### config.mk
export PLATFORM = sky130hd
export DESIGN_NAME = ps2_rx_flat
export DESIGN_NICKNAME = d
export VERILOG_FILES = /design/src/rtl/ps2_rx_if.sv /design/src/rtl/ps2_rx.sv /design/src/flat_wrapper.sv
export SDC_FILE = /design/constraint.sdc
export NUM_CORES = 1
export LEC_CHECK = 0
export ABC_AREA = 1
export ABC_CLOCK_PERIOD_IN_PS = 1900
export BUFFER_PORTS_ARGS = -buffer_cell sky130_fd_sc_hd__buf_2
export CORE_ASPECT_RATIO = 1.4
export CORE_MARGIN = 4
export CORE_UTILIZATION = 54
export CTS_CLUSTER_DIAMETER = 60
export DETAILED_ROUTE_END_ITERATION = 10
export PLACE_DENSITY = 0.85
export SYNTH_ARGS = -nofsm -noshare
export SYNTH_HDL_FRONTEND = slang
export SYNTH_SLANG_ARGS = --single-unit
### constraint.sdc
create_clock -name clk14 -period 1.9 [get_ports clk14]
set_clock_uncertainty 0.05 [all_clocks]
set_input_delay 0.38 -clock clk14 [delete_from_list [all_inputs] [get_ports clk14]]
set_output_delay 0.38 -clock clk14 [all_outputs]
set_load 0.01 [all_outputs]
### src/rtl/ps2_rx_if.sv
// Receive-side bus of the PS/2 receiver: FIFO read port plus the one-cycle
// status pulses. The receiver drives it through "master"; the consumer
// uses "slave".
interface ps2_rx_if;
  logic       rx_rd;
  logic [7:0] rx_data;
  logic       rx_valid;
  logic       overflow;
  logic       frame_err;
  logic       parity_err;

  modport master (
    input  rx_rd,
    output rx_data, rx_valid, overflow, frame_err, parity_err
  );

  modport slave (
    output rx_rd,
    input  rx_data, rx_valid, overflow, frame_err, parity_err
  );
endinterface

### src/rtl/ps2_rx.sv
// PS/2 frame receiver with a 4-entry byte FIFO.
// Frame: start(0), 8 data bits LSB first, odd parity, stop(1); each bit is
// taken on a falling edge of the (already synchronous) PS/2 clock.
// Optional feature macro: PS2_RX_PARITY_CHK_EN -- when defined, frames with
// bad odd parity are rejected and reported on parity_err; when undefined the
// parity bit is ignored and parity_err is held at 0.
module ps2_rx #(
  parameter int unsigned TIMEOUT_CYC = 14000
) (
  input  logic     clk14,
  input  logic     rst,
  input  logic     ps2_clk,
  input  logic     ps2_data,
  ps2_rx_if.master rx
);

  typedef enum logic [1:0] {IDLE, DATA, PARITY, STOP} state_t;

  localparam logic [13:0] TO_LAST = 14'(TIMEOUT_CYC - 1);

  state_t      state_q, state_d;
  logic        data_s1_q, data_s2_q;
  logic        clk_q;
  logic        fe;
  logic [2:0]  bit_cnt_q, bit_cnt_d;
  logic [7:0]  shift_q, shift_d;
  logic [13:0] to_cnt_q, to_cnt_d;
  logic [13:0] to_inc;
  logic        timeout;
  logic        parity_ok;
  logic        push;
  logic        frame_err_d, frame_err_q;
  logic        overflow_d, overflow_q;

  logic [7:0]  mem_q [4];
  logic [1:0]  wr_ptr_q, rd_ptr_q;
  logic [2:0]  count_q;
  logic        pop, full, push_ok;

`ifdef PS2_RX_PARITY_CHK_EN
  logic        par_q, par_d;
  logic        parity_err_d, parity_err_q;
`endif

  // Two-flop synchroniser for the raw data line and the edge-detect flop for
  // the PS/2 clock; both idle high so reset cannot fake a falling edge.
  always_ff @(posedge clk14) begin
    if (rst) begin
      data_s1_q <= 1'b1;
      data_s2_q <= 1'b1;
      clk_q     <= 1'b1;
    end else begin
      data_s1_q <= ps2_data;
      data_s2_q <= data_s1_q;
      clk_q     <= ps2_clk;
    end
  end

  assign fe = clk_q & ~ps2_clk;

  // Abort is taken on the edge where the idle-time counter steps to
  // TIMEOUT_CYC-1, i.e. TIMEOUT_CYC-1 clocks after the edge that saw the
  // last falling edge.
  assign to_inc  = to_cnt_q + 14'd1;
  assign timeout = (state_q != IDLE) && !fe && (to_inc == TO_LAST);

`ifdef PS2_RX_PARITY_CHK_EN
  assign parity_ok = ^{shift_q, par_q};
`else
  assign parity_ok = 1'b1;
`endif

  // Next-state logic: one bit consumed per falling edge, timeout aborts.
  always_comb begin
    state_d     = state_q;
    bit_cnt_d   = bit_cnt_q;
    shift_d     = shift_q;
    push        = 1'b0;
    frame_err_d = 1'b0;
`ifdef PS2_RX_PARITY_CHK_EN
    par_d        = par_q;
    parity_err_d = 1'b0;
`endif
    to_cnt_d    = (state_q == IDLE || fe) ? 14'd0 : to_inc;
    if (timeout) begin
      state_d     = IDLE;
      frame_err_d = 1'b1;
    end else if (fe) begin
      case (state_q)
        IDLE: begin
          // A high level on a falling edge is line noise, not a start bit.
          if (!data_s2_q) begin
            state_d   = DATA;
            bit_cnt_d = 3'd0;
          end
        end
        DATA: begin
          shift_d   = {data_s2_q, shift_q[7:1]};
          bit_cnt_d = bit_cnt_q + 3'd1;
          if (bit_cnt_q == 3'd7) state_d = PARITY;
        end
        PARITY: begin
`ifdef PS2_RX_PARITY_CHK_EN
          par_d = data_s2_q;
`endif
          state_d = STOP;
        end
        STOP: begin
          state_d = IDLE;
          if (!data_s2_q) begin
            frame_err_d = 1'b1;
          end else if (parity_ok) begin
            push = 1'b1;
          end else begin
`ifdef PS2_RX_PARITY_CHK_EN
            parity_err_d = 1'b1;
`endif
          end
        end
        default: state_d = IDLE;
      endcase
    end
  end

  // Receiver state registers.
  always_ff @(posedge clk14) begin
    if (rst) begin
      state_q     <= IDLE;
      bit_cnt_q   <= 3'd0;
      shift_q     <= 8'h00;
      to_cnt_q    <= 14'd0;
      frame_err_q <= 1'b0;
    end else begin
      state_q     <= state_d;
      bit_cnt_q   <= bit_cnt_d;
      shift_q     <= shift_d;
      to_cnt_q    <= to_cnt_d;
      frame_err_q <= frame_err_d;
    end
  end

`ifdef PS2_RX_PARITY_CHK_EN
  // Stored parity bit and its error pulse.
  always_ff @(posedge clk14) begin
    if (rst) begin
      par_q        <= 1'b0;
      parity_err_q <= 1'b0;
    end else begin
      par_q        <= par_d;
      parity_err_q <= parity_err_d;
    end
  end
  assign rx.parity_err = parity_err_q;
`else
  assign rx.parity_err = 1'b0;
`endif

  // A push into a full FIFO still succeeds when the head leaves in the same
  // cycle; the write slot then equals the old head slot, which is free.
  assign pop        = rx.rx_rd && (count_q != 3'd0);
  assign full       = (count_q == 3'd4);
  assign push_ok    = push && (!full || pop);
  assign overflow_d = push && full && !pop;

  // FIFO pointers, occupancy and the overflow pulse.
  always_ff @(posedge clk14) begin
    if (rst) begin
      wr_ptr_q   <= 2'd0;
      rd_ptr_q   <= 2'd0;
      count_q    <= 3'd0;
      overflow_q <= 1'b0;
    end else begin
      if (push_ok) wr_ptr_q <= wr_ptr_q + 2'd1;
      if (pop)     rd_ptr_q <= rd_ptr_q + 2'd1;
      count_q    <= count_q + 3'(push_ok) - 3'(pop);
      overflow_q <= overflow_d;
    end
  end

  // FIFO storage; contents are don't-care while empty, so no reset.
  always_ff @(posedge clk14) begin
    if (push_ok) mem_q[wr_ptr_q] <= shift_q;
  end

  assign rx.rx_valid  = (count_q != 3'd0);
  assign rx.rx_data   = rx.rx_valid ? mem_q[rd_ptr_q] : 8'h00;
  assign rx.overflow  = overflow_q;
  assign rx.frame_err = frame_err_q;

endmodule
### src/flat_wrapper.sv
// flat-port wrapper written by rule: the top's interface ports become plain ports
module ps2_rx_flat 
#(
  parameter int unsigned TIMEOUT_CYC = 14000
)
  (clk14, rst, ps2_clk, ps2_data, rx_rx_rd, rx_rx_data, rx_rx_valid, rx_overflow, rx_frame_err, rx_parity_err);
  ps2_rx_if rx_i ();
  input  logic clk14;
  input  logic rst;
  input  logic ps2_clk;
  input  logic ps2_data;
  input wire logic [$bits(rx_i.rx_rd)-1:0] rx_rx_rd;
  output wire logic [$bits(rx_i.rx_data)-1:0] rx_rx_data;
  output wire logic [$bits(rx_i.rx_valid)-1:0] rx_rx_valid;
  output wire logic [$bits(rx_i.overflow)-1:0] rx_overflow;
  output wire logic [$bits(rx_i.frame_err)-1:0] rx_frame_err;
  output wire logic [$bits(rx_i.parity_err)-1:0] rx_parity_err;
  assign rx_i.rx_rd = rx_rx_rd;
  assign rx_rx_data = rx_i.rx_data;
  assign rx_rx_valid = rx_i.rx_valid;
  assign rx_overflow = rx_i.overflow;
  assign rx_frame_err = rx_i.frame_err;
  assign rx_parity_err = rx_i.parity_err;
  ps2_rx #(.TIMEOUT_CYC(TIMEOUT_CYC)) u_core (.clk14(clk14), .rst(rst), .ps2_clk(ps2_clk), .ps2_data(ps2_data), .rx(rx_i));
endmodule
Yosys cells after proc, flatten, opt, wreduce, memory -nomap -nowiden
Memory sizes are Yosys's and may differ from the RTL's. A register that Yosys moved wholly into a read port is not among the register bits.
Index checks and enable logic that the tools add are counted.
W data, S select, Z words.

operators by class
  add/subtract/negate cells = 6
  eq/ne operators = 8
  mux-type cells = 18
  bitwise operators = 3
  reduce and logical (&&, ||, !) cells = 20

operators with widths
  cell                     count
  $add A14 B1 Y14 const B  1
  $eq A14 B14 Y1 const B   1
  $mux W1                  10
  $mux W2                  4
  $mux W8                  1
  $pmux W2 S4              1
  $eq A3 B3 Y1 const B     2
  $logic_and A1 B1 Y1      6
  $pmux W3 S2              1
  $reduce_and A3 Y1        2
  $add A2 B1 Y2 const B    2
  $eq A2 B2 Y1 const B     2
  $reduce_and A4 Y1        1
  $reduce_bool A2 Y1       2
  $reduce_or A2 Y1         2
  $add A3 B1 Y3            1
  $add A3 B1 Y3 const B    1
  $logic_not A1 Y1         3
  $mux W3                  1
  $reduce_bool A3 Y1       1
  $sub A3 B1 Y3            1
  $eq A2 B1 Y1 const B     1
  $logic_not A2 Y1         1
  $logic_or A1 B1 Y1       2
  other kinds (4)          5

storage, ports and cells
  flip-flop bits (word level) = 39
  memory bits (writable) = 32
  input port bits = 5
  word-level logic and storage cells = 68
  memories = 1

memory list
  name          words  bits a word  rd ports  clocked after memory_dff  write ports  line          RTL
  u_core.mem_q  4      8            1         1                         1            ps2_rx.sv:35  logic [7:0] mem_q [4];

Logic depth before layout (Yosys ltp)
Gate-level depths: netlist (run 1).

  depth after elaboration = 9
  gate-level depth with buffers = 12

Worst setup path before layout (run 1)
No wires, ideal clock.

  kind = flip-flop to flip-flop
  start point = register u_core.count_q[1]
  end point = register u_core.count_q[2]
  library setup time = 0.070 ns
  data arrival time = 1.954 ns
  required time = 1.780 ns
  path slack = -0.174 ns
  stages on the path, launching flop included = 12
  path buffers = 0
  cells stage by stage = dfxtp_1 > nor2_1 > nand2_1 > clkinv_1 > nor2_1 > ha_1 > inv_1 > ha_1 > fa_1 > inv_1 > o21ai_0 > a21oi_1

on the way
  word-level cells in the longest chain between the ends = 6

ends and longest elaborated chain
  element                  line                RTL
  start, declared          ps2_rx.sv:37        logic [2:0] count_q;
  start signal, assigned   ps2_rx.sv:175       count_q <= count_q + 3'(push_ok) - 3'(pop);
  $reduce_bool A3 Y1 (*)   n/a
  named net rx_rx_valid    flat_wrapper.sv:14  output wire logic [$bits(rx_i.rx_valid)-1:0] rx_rx_valid;
  $logic_and A1 B1 Y1 (*)  ps2_rx.sv:160       assign pop = rx.rx_rd && (count_q != 3'd0);
  named net u_core.pop     ps2_rx.sv:38        logic pop, full, push_ok;
  $logic_or A1 B1 Y1       ps2_rx.sv:162       assign push_ok = push && (!full || pop);
  $logic_and A1 B1 Y1      ps2_rx.sv:162
  $add A3 B1 Y3            ps2_rx.sv:175
  $sub A3 B1 Y3 (*)        ps2_rx.sv:175

The timed path passes the listed nets; every way through them passes the cells marked *.
A chain may end at the register's enable or synchronous reset.

Worst setup path after layout (run 1)
  start point = register u_core.count_q[0]
  end point = register u_core.count_q[1]

on the way
  word-level cells in the longest chain between the ends = 6

ends and longest elaborated chain
  element                  line
  $reduce_bool A3 Y1 (*)   ps2_rx.sv:160
  $logic_and A1 B1 Y1 (*)  ps2_rx.sv:160
  named net u_core.pop     ps2_rx.sv:38
  $logic_or A1 B1 Y1       ps2_rx.sv:162
  $logic_and A1 B1 Y1      ps2_rx.sv:162
  $add A3 B1 Y3            ps2_rx.sv:175
  $sub A3 B1 Y3 (*)        ps2_rx.sv:175

Marked as above.

==> results of run 1 <==
[state kept, by name (all words and copies together), names as in the netlist, named ones only]
| signal | count |
|---|---|
| u_core.state_q | 2 |
| u_core.data_s1_q | 1 |
| u_core.shift_q | 8 |
| u_core.mem_q | 32 |
| u_core.data_s2_q | 1 |
| u_core.rx.frame_err | 1 |
| u_core.rx.overflow | 1 |
| u_core.wr_ptr_q | 2 |
| u_core.bit_cnt_q | 3 |
| u_core.count_q | 3 |
| u_core.rd_ptr_q | 2 |
| u_core.to_cnt_q | 14 |
| u_core.clk_q | 1 |
[what timing repair did]
item,CTS,global route
buffers inserted,0,1
cloned,0,2
setup endpoints to repair,1,13
resized for setup,2,19
pin swaps,2,7
[layout by cell type, fill, tap and decap left out, drive strengths merged]
cell,count
a21oi,34
inv,45
clkinv,4
nand3b,2
nor2,67
clkbuf,12
xnor2,1
nand2,58
bufinv,1
fa,1
or2,2
ha,14
o21ai,27
buf,32
clkinvlp,1
xor2,1
nand4,6
dfxtp,41
conb,1
nor3,2
edfxtp,32
nand3,23
[final cells by class]
type                    count  share of cell area (%)
repair buffers             33                    5.77
multi-input cells         239                    33.4
flip-flops and latches     73                    48.3
well taps                  68                    2.29
clock inverters             5                    1.52
clock buffers              11                    3.81
inverters                  46                    4.86
[critical path, delay by kind of cell, from the launching register on]
family | cells | cell delay, ns
buffers and inverters | 3 | 0.12
AND/OR/NAND/NOR | 4 | 0.34
adder cells (fa/ha/maj) | 3 | 0.91
flip-flops | 1 | 0.33
[logic make-up (layout without fill, tap and decap cells)]
| kind of cell | count (synthesis) | after routing | share of synthesized area [%] |
|---|---|---|---|
| other | 1 | 1 | 0.117 |
| AOI/OAI and AO/OA | 61 | 61 | 9.56 |
| xor gates and xnor gates | 2 | 2 | 0.549 |
| buffers and inverters | 56 | 95 | 6.82 |
| and+or+nand+nor | 160 | 160 | 21.0 |
| adders and majority gates | 15 | 15 | 6.11 |
| DFF | 73 | 73 | 55.8 |
[per-layer routing]
metal / wire [µm] / global-route usage (%) / vias up / share of wire [%]
met5: 0 / 0 / - / 0
met4: 232 / 8.95 / 0 / 3.8
met3: 157 / 4.29 / 19 / 2.6
met2: 3370 / 33.3 / 40 / 55
met1: 2380 / 18.2 / 1108 / 39
li1: - / - / 1268 / -
[worst max path at each step]
stage / endpoint / from
4_1_cts: u_core.count_q[2]$_SDFF_PP0_ / u_core.count_q[1]$_SDFF_PP0_
3_3_place_gp: u_core.count_q[2]$_SDFF_PP0_ / rx_rx_rd
2_1_floorplan: u_core.count_q[2]$_SDFF_PP0_ / u_core.count_q[0]$_SDFF_PP0_
3_5_place_dp: u_core.count_q[2]$_SDFF_PP0_ / u_core.count_q[0]$_SDFF_PP0_
6_report: u_core.count_q[1]$_SDFF_PP0_ / u_core.count_q[0]$_SDFF_PP0_
5_1_grt: u_core.count_q[1]$_SDFF_PP0_ / u_core.count_q[0]$_SDFF_PP0_
[power by group through the flow]
| stage | sequential, mW | combinational, mW | clock (mW) |
|---|---|---|---|
| 6_report | 1.74 | 0.908 | 1.19 |
| 5_1_grt | 1.74 | 1.02 | 1.29 |
| 4_1_cts | 1.72 | 0.787 | 1.21 |
| 3_5_place_dp | 1.75 | 0.780 | 0 |
| 3_3_place_gp | 1.74 | 0.755 | 0 |
| 2_1_floorplan | 1.74 | 0.496 | 0 |
[stage by stage]
step	TNS (ns)	util, %	setup slack (ns)	std cells	hold slack [ns]
floorplan	0	-	0.00383	368	0.339
global route	-0.0509	66.1	-0.0509	475	0.165
CTS	-0.00584	64.9	-0.00584	472	0.161
detailed placement	-0.00782	61.3	-0.00782	456	0.356
finish	0	66.1	0.0508	475	0.166
global placement	0	61.3	0.0410	456	0.342
==> flow_summary.yaml, run 1 <==
run_status:
  status: "complete, no violations"
logic_synthesis:
  synth_cell_types: 25
  syn-instance-count: 368
  synth_enable_flop_cells: 32
  ys_seq_area_share_pct: 55.8
  ys_ff_latch: 73
  syn-cell-area_um2: 3190
  most_used_flip_flop_cell_after_synthesis: "sky130_fd_sc_hd__dfxtp_1"
  syn_area_per_cell_um2: 8.68
  synth.top_cells.by_area: "sky130_fd_sc_hd__edfxtp_1 (30%), sky130_fd_sc_hd__dfxtp_1 (26%), sky130_fd_sc_hd__nor2_1 (7.5%)"
  postSynthNetCount: 388
  synth-async-reset-ratio_pct: 0
  synth_top_area_share_pct: 30.1
  synthMostInstantiatedCell: "sky130_fd_sc_hd__nor2_1"
  synth_area_leader_cell: "sky130_fd_sc_hd__edfxtp_1"
  synth_top_cells_by_count: "sky130_fd_sc_hd__nor2_1 (64), sky130_fd_sc_hd__nand2_1 (58), sky130_fd_sc_hd__inv_1 (44), sky130_fd_sc_hd__dfxtp_1 (41), sky130_fd_sc_hd__a21oi_1 (34)"
  yosysWarningCount: 0
route:
  drt_drc_violations_left: 0
  routed_via_density: 5.13
  first_pass_iters: 4
  antenna_violating_nets_post_route: 0
  totalWireLength_um: 6140
  vias: 2435
  detail_route.wl_per_cell_um: 12.9
  drt-initial-drc-count: 141
grt:
  grt_pass1_wl_um: 10100
  grt_pass1_vias: 2380
  pin_count_of_the_biggest_net_entering_global_routing: 18
  gr-usage-all-layers_pct: 18.0
  antenna_found_initial: 0
  grt_remaining_overflow: 0
clock_network:
  cts_tree: "built"
  cts_max_path_buffers: 2
  path_clk_slew_ns: 0.07
  worst_skew_pair.late_latency_ns: 0.35
  number_of_buffers_inserted_by_hold_repair_at_cts: 0
  clock_tree.root_cell: "sky130_fd_sc_hd__clkbuf_8"
  numCtsBuffers: 9
  cts_sinks: 73
  cts_htree_levels: 3
floorplanning:
  num_io_pins: 17
  die_h_um: 99.0
  core_area_um2: 5610
  floorplan.die_area_um2: 7220
  starting_density_of_the_core_pct: 57.0
  rows: 32
  die-width_um: 73.0
timing:
  timing.final.max_slew_violations: 0
  hold_vio_cnt_final: 0
  final_setup_viols: 0
  layout_min_cycle_time_ns: 1.85
  timing.fmax_mhz: 541
  min_period_over_period_pct: 97.3
finish:
  final_area_um2: 3710
  seqCellArea_um2: 1790
  multi_input_comb_area_um2: 1240
  num_antenna_cells: 0
  synthToLayoutAreaGrowth_pct: 16.1
  post_route_cells_drive_above_1_share_pct: 17.2
  final_nets: 422
  filler_cell_count: 441
worst_hold_path:
  hold_start: "ps2_data"
  type_of_the_tightest_min_delay_check: "in -> reg"
  hold_path_depth: 2
  worst_hold_path.endpoint: "u_core.data_s1_q$_SDFF_PP1_"
pwr:
  vdd.ir_drop.worst_mv: 0.571
  p_int_mw: 2.71
  power.total_mw: 3.84
  p_leak_nw: 1.40
  p_seq_share_pct: 45.3
  total_switching_power_mw: 1.13
  clock_power_share_pct: 31.0
  pwr-share-comb_pct: 23.7
  swShare_pct: 29.4
  powerDensity_nw_per_um2: 1030
worst_setup_path:
  reg2regPathDepth: 10
  timing.critical_path.from_type: "flop"
  crit_fanout: 2
  crit_path_cell_trace: "nor2_4 > nand2_2 > clkinv_4 > nor2_4 > ha_4 > inv_2 > ha_4 > fa_2 > inv_2 > nor2_1"
  r2r_end: "u_core.count_q[1]$_SDFF_PP0_"
  worstReg2RegStart: "u_core.count_q[0]$_SDFF_PP0_"
  timing.setup.critical_path_class: "reg -> reg"
  timing.critical_path.required_ns: 2.12
  cpMaxStageDelayCell: "sky130_fd_sc_hd__fa_2"
  crit_path_max_incr_delay_ns: 0.52
  crit_path_end_kind: "flop"
  reg2reg_setup_slack_ns: 0.05
  cp_data_arrival_time_ns: 2.07
flow_run:
  drv.max_cap_violation_count: 0
placed_design:
  hpwl_um: 4400
  place.port_buffers: 15
  place_area_um2: 3430
  place.gp.congestion: 0.868
(Power assumes the default switching activity.)
==> run 2, diff against run 1 <==
==> constraint.sdc (replaced) <==
create_clock -name clk14 -period 1.9 [get_ports clk14]
set_clock_uncertainty 0.05 [all_clocks]
set_input_delay 0.095 -clock clk14 [delete_from_list [all_inputs] [get_ports clk14]]
set_output_delay 0.095 -clock clk14 [all_outputs]
set_load 0.01 [all_outputs]
==> flow_summary.yaml, run 2 (synthesized netlist as in run 1, its figures left out) <==
run_status:
  status: "complete, no violations"
grt:
  grt_pass1_wl_um: 10500
  antenna_found_initial: 0
  grt_remaining_overflow: 0
  grt_pass1_vias: 2529
  gr-usage-all-layers_pct: 18.6
  pin_count_of_the_biggest_net_entering_global_routing: 18
pwr:
  power.total_mw: 3.97
  p_leak_nw: 1.40
  powerDensity_nw_per_um2: 1070
  vdd.ir_drop.worst_mv: 0.656
route:
  routed_via_density: 5.26
  drt_drc_violations_left: 0
  vias: 2476
  detail_route.wl_per_cell_um: 13.1
  antenna_violating_nets_post_route: 0
  drt-initial-drc-count: 133
  first_pass_iters: 6
  totalWireLength_um: 6150
worst_setup_path:
  cpMaxStageDelayCell: "sky130_fd_sc_hd__fa_2"
  reg2regPathDepth: 10
  cp_data_arrival_time_ns: 2.03
  r2r_end: "u_core.count_q[1]$_SDFF_PP0_"
  crit_fanout: 2
  crit_path_cell_trace: "nor2_4 > nand2_2 > clkinv_4 > nor2_4 > ha_4 > inv_1 > ha_2 > fa_2 > inv_1 > nor2_1"
  worstReg2RegStart: "u_core.count_q[0]$_SDFF_PP0_"
  timing.critical_path.from_type: "flop"
  crit_path_end_kind: "flop"
  timing.critical_path.required_ns: 2.13
  timing.setup.critical_path_class: "reg -> reg"
  reg2reg_setup_slack_ns: 0.1
  crit_path_max_incr_delay_ns: 0.52
clock_network:
  cts_sinks: 73
  cts_max_path_buffers: 2
  numCtsBuffers: 9
  clock_tree.root_cell: "sky130_fd_sc_hd__clkbuf_8"
  cts_tree: "built"
  worst_skew_pair.late_latency_ns: 0.34
  path_clk_slew_ns: 0.07
  cts_htree_levels: 3
  postCtsSetupBuffers: 0
finish:
  final_nets: 418
  finish.cell_count_without_fillers: 471
  layout.cells.most_common: "sky130_fd_sc_hd__nor2_1"
  leading_cell_types_in_the_layout_fill_and_taps_excluded: "sky130_fd_sc_hd__nor2_1 (62), sky130_fd_sc_hd__nand2_1 (57), sky130_fd_sc_hd__inv_1 (44)"
  post_route_cells_drive_above_1_share_pct: 14.9
  largest_reg_flops: 32
  num_antenna_cells: 0
  largest_register_by_flop_count: "u_core.mem_q"
  synthToLayoutAreaGrowth_pct: 15.9
  reg.largest.list: "u_core.mem_q: 32 flops, u_core.to_cnt_q: 14 flops, u_core.shift_q: 8 flops"
floorplanning:
  die-width_um: 73.0
  core_area_um2: 5610
  floorplan.die_area_um2: 7220
  starting_density_of_the_core_pct: 57.0
  die_h_um: 99.0
  num_io_pins: 17
  rows: 32
placed_design:
  place_inst: 453
  place.gp.congestion: 0.859
  hpwl_um: 4350
  place.port_buffers: 15
timing:
  hold_vio_cnt_final: 0
  timing.final.max_slew_violations: 0
  layout_min_cycle_time_ns: 1.80
  min_period_over_period_pct: 94.8
  timing.fmax_mhz: 555
  final_setup_viols: 0
worst_hold_path:
  type_of_the_tightest_min_delay_check: "in -> reg"
  hold_path_depth: 2
  hold_start: "rst"
  worst_hold_path.endpoint: "u_core.count_q[1]$_SDFF_PP0_"
flow_run:
  drv.max_cap_violation_count: 0
[run 2: cell types whose count changed in the layout (fill, tap and decap cells not counted), sizes merged]
cell         delta
dlygate4sd3     +2
clkinvlp        -1
buf             -5
clkinv          -1
bufinv          +2
clkbuf          -1
[run 2: worst max-delay path, delay by kind of cell, from the launching register on]
| kind | cells | cell delay, ns |
|---|---|---|
| adders and majority gates | 3 | 0.94 |
| DFF | 1 | 0.34 |
| and+or+nand+nor | 4 | 0.29 |
| buffers and inverters | 3 | 0.12 |
[run 2: report_power, final]
part | total [mW] | switching (mW) | leakage, nW | internal [mW]
logic | 0.810 | 0.490 | 0.702 | 0.320
clock network | 1.43 | 0.552 | 0.118 | 0.873
registers | 1.73 | 0.0506 | 0.577 | 1.68
total | 3.97 | 1.09 | 1.40 | 2.88
[run 2: routing by layer]
metal / vias up / track usage (%) / wire, µm
li1: 1260 / - / -
met1: 1150 / 19.4 / 2450
met2: 50 / 32.6 / 3370
met3: 16 / 3.78 / 197
met4: 0 / 12.1 / 131
met5: - / 0 / 0
[run 2: cell type report]
cell class | instances | area (µm²)
fillers | 447 | 1900
flip-flops and latches | 73 | 1790
multi-input cells | 239 | 1230
repair buffers | 29 | 185
inverters | 46 | 178
clock buffers | 11 | 131
clock inverters | 5 | 104
well taps | 68 | 85.1
[run 2: worst max path at each step]
stage	from	end	cells after the start
finish	u_core.count_q[0]$_SDFF_PP0_	u_core.count_q[1]$_SDFF_PP0_	10
global route	u_core.count_q[0]$_SDFF_PP0_	u_core.count_q[1]$_SDFF_PP0_	10
global placement	u_core.count_q[0]$_SDFF_PP0_	u_core.count_q[2]$_SDFF_PP0_	11
floorplan	u_core.count_q[0]$_SDFF_PP0_	u_core.count_q[2]$_SDFF_PP0_	11
CTS	u_core.count_q[1]$_SDFF_PP0_	u_core.count_q[1]$_SDFF_PP0_	10
detailed placement	u_core.count_q[0]$_SDFF_PP0_	u_core.count_q[2]$_SDFF_PP0_	11
[run 2: through the flow]
step	worst slack [ns]	utilization [%]	hold slack, ns	setup TNS [ns]	area [µm²]
global route	-0.00745	66.0	0.0864	-0.00948	3700
detailed placement	-0.0316	60.8	0.230	-0.0316	3410
global placement	0.0494	60.8	0.227	0	3410
finish	0.0993	66.0	0.0663	0	3700
CTS	0.0221	65.5	0.0606	0	3670
floorplan	0.00383	-	0.142	0	3210
[run 2: timing repair]
item | in CTS | in global routing
hold endpoints to repair | 2 | 0
cloned | 0 | 0
setup endpoints to repair | 1 | 5
resized for setup | 3 | 9
pin swaps | 2 | 4
hold buffers | 2 | 0
==> run 3, diff against run 2 <==
PLACE_DENSITY = 0.86   (was 0.85)
==> flow_summary.yaml, run 3 (synthesized netlist as in run 1, its figures left out) <==
floorplanning:
  starting_density_of_the_core_pct: 57.0
  num_io_pins: 17
  die-width_um: 73.0
  floorplan.die_area_um2: 7220
  die_h_um: 99.0
  rows: 32
  core_area_um2: 5610
route:
  first_pass_iters: 5
  detail_route.wl_per_cell_um: 13.3
  routed_via_density: 5.24
  totalWireLength_um: 6310
  antenna_violating_nets_post_route: 0
  drt-initial-drc-count: 139
  drt_drc_violations_left: 0
  vias: 2480
pwr:
  swShare_pct: 27.9
  power.total_mw: 4.01
  total_switching_power_mw: 1.12
  p_int_mw: 2.89
  p_leak_nw: 1.40
  powerDensity_nw_per_um2: 1080
  pwr-share-comb_pct: 20.5
  clock_power_share_pct: 36.2
  vdd.ir_drop.worst_mv: 0.565
  p_seq_share_pct: 43.2
timing:
  holdWs_ns: 0.0452
  min_period_over_period_pct: 96.0
  hold_vio_cnt_final: 0
  timing.fmax_mhz: 548
  postLayoutSetupSlackWorst_ns: 0.0755
  final_setup_viols: 0
  layout_min_cycle_time_ns: 1.82
  timing.final.max_slew_violations: 0
finish:
  num_antenna_cells: 0
  leading_cell_types_in_the_layout_fill_and_taps_excluded: "sky130_fd_sc_hd__nor2_1 (62), sky130_fd_sc_hd__nand2_1 (57), sky130_fd_sc_hd__inv_1 (42)"
  largest_reg_flops: 32
  reg.largest.list: "u_core.mem_q: 32 flops, u_core.to_cnt_q: 14 flops, u_core.shift_q: 8 flops"
  synthToLayoutAreaGrowth_pct: 16.0
  largest_register_by_flop_count: "u_core.mem_q"
  seqCellArea_um2: 1790
  final_nets: 420
  finish.cell_count_without_fillers: 473
  layout.cells.most_common: "sky130_fd_sc_hd__nor2_1"
  post_route_cells_drive_above_1_share_pct: 15.6
  filler_cell_count: 423
  multi_input_comb_area_um2: 1210
worst_setup_path:
  timing.setup.critical_path_class: "reg -> reg"
  crit_path_end_kind: "flop"
  timing.critical_path.required_ns: 2.14
  cp_data_arrival_time_ns: 2.06
  timing.critical_path.from_type: "flop"
  startpoint: "u_core.count_q[1]$_SDFF_PP0_"
  crit_fanout: 2
  worstReg2RegStart: "u_core.count_q[1]$_SDFF_PP0_"
grt:
  grt_pass1_wl_um: 10400
  grt_pass1_vias: 2407
  grt_remaining_overflow: 0
  antenna_found_initial: 0
  gr-usage-all-layers_pct: 18.4
  pin_count_of_the_biggest_net_entering_global_routing: 18
worst_hold_path:
  type_of_the_tightest_min_delay_check: "in -> reg"
  hold_start: "rx_rx_rd"
run_status:
  status: "complete, no violations"
clock_network:
  cts_tree: "built"
  path_clk_slew_ns: 0.07
  numCtsBuffers: 9
  cts_htree_levels: 3
  cts_max_path_buffers: 2
  worst_skew_pair.late_latency_ns: 0.35
  clock_tree.root_cell: "sky130_fd_sc_hd__clkbuf_8"
  cts_sinks: 73
placed_design:
  preCtsSetupSlack_ns: -0.0352
  place.port_buffers: 15
  hpwl_um: 4370
  place.gp.congestion: 0.885
  place_inst: 453
flow_run:
  drv.max_cap_violation_count: 0
==> run 3: changes by cell type in the layout (fill, tap and decap cells not counted), moves of 2 or more <==
cell,delta
sky130_fd_sc_hd__buf_4,+2
sky130_fd_sc_hd__clkbuf_1,-2
sky130_fd_sc_hd__ha_1,+2
sky130_fd_sc_hd__inv_1,-2
sky130_fd_sc_hd__inv_2,+2
==> run 3: per-stage QoR <==
| stage | instance area [µm²] | TNS, ns | utilization (%) |
|---|---|---|---|
| 3_3_place_gp | 3410 | 0 | 60.8 |
| 2_1_floorplan | 3210 | 0 | - |
| 4_1_cts | 3680 | 0 | 65.7 |
| 5_1_grt | 3700 | -0.00124 | 66.1 |
| 6_report | 3700 | 0 | 66.1 |
| 3_5_place_dp | 3410 | -0.0352 | 60.8 |
==> run 3: final timing paths <==
| check | end | slack [ns] | depth (start not counted) |
|---|---|---|---|
| setup reg to reg | u_core.count_q[1]$_SDFF_PP0_ | 0.08 | 10 |
| hold / removal | u_core.rx.overflow$_SDFF_PP0_ | 0.05 | 4 |
| hold reg to reg | u_core.data_s2_q$_SDFF_PP1_ | 0.40 | 1 |
| setup / recovery | u_core.count_q[1]$_SDFF_PP0_ | 0.08 | 10 |
==> run 3: metal layers <==
layer	GRT usage, %	vias to the layer above	routed length (µm)	share of wire [%]
met5	0	-	0	0
met4	8.66	0	99	1.6
met3	3.98	11	266	4.2
met2	33.5	57	3460	55
met1	19.5	1148	2480	39
li1	-	1264	-	-
==> run 3: final cells by class <==
cell class | count | area share [%]
clock inverters | 7 | 3.21
well taps | 68 | 2.30
clock buffers | 9 | 3.34
inverters | 46 | 4.80
multi-input cells | 239 | 32.7
repair buffers | 31 | 5.40
flip-flops and latches | 73 | 48.3
==> run 3: what timing repair did <==
| item | in CTS | in global routing |
|---|---|---|
| hold endpoints to repair | 2 | 0 |
| pin swaps | 2 | 2 |
| setup endpoints to repair | 2 | 5 |
| hold buffers | 2 | 0 |
| setup buffers | 0 | 2 |
| cloned | 0 | 0 |
| gates resized for setup | 4 | 6 |
==> run 3: power by group through the flow <==
| stage | combinational [mW] | sequential, mW | clock (mW) |
|---|---|---|---|
| finish | 0.823 | 1.73 | 1.45 |
| global route | 0.940 | 1.74 | 1.53 |
| CTS | 0.797 | 1.73 | 1.46 |
| detailed placement | 0.780 | 1.76 | 0 |
| global placement | 0.751 | 1.75 | 0 |
| floorplan | 0.496 | 1.74 | 0 |
==> run 3: critical path, stage by stage, from the launching register on <==
cell	delay, ns
sky130_fd_sc_hd__dfxtp_2	0.34
sky130_fd_sc_hd__nor2_4	0.11
sky130_fd_sc_hd__nand2_2	0.08
sky130_fd_sc_hd__clkinv_4	0.05
sky130_fd_sc_hd__nor2_2	0.03
sky130_fd_sc_hd__ha_1	0.27
sky130_fd_sc_hd__inv_1	0.04
sky130_fd_sc_hd__ha_2	0.16
sky130_fd_sc_hd__fa_2	0.52
sky130_fd_sc_hd__inv_1	0.04
sky130_fd_sc_hd__nor2_1	0.07
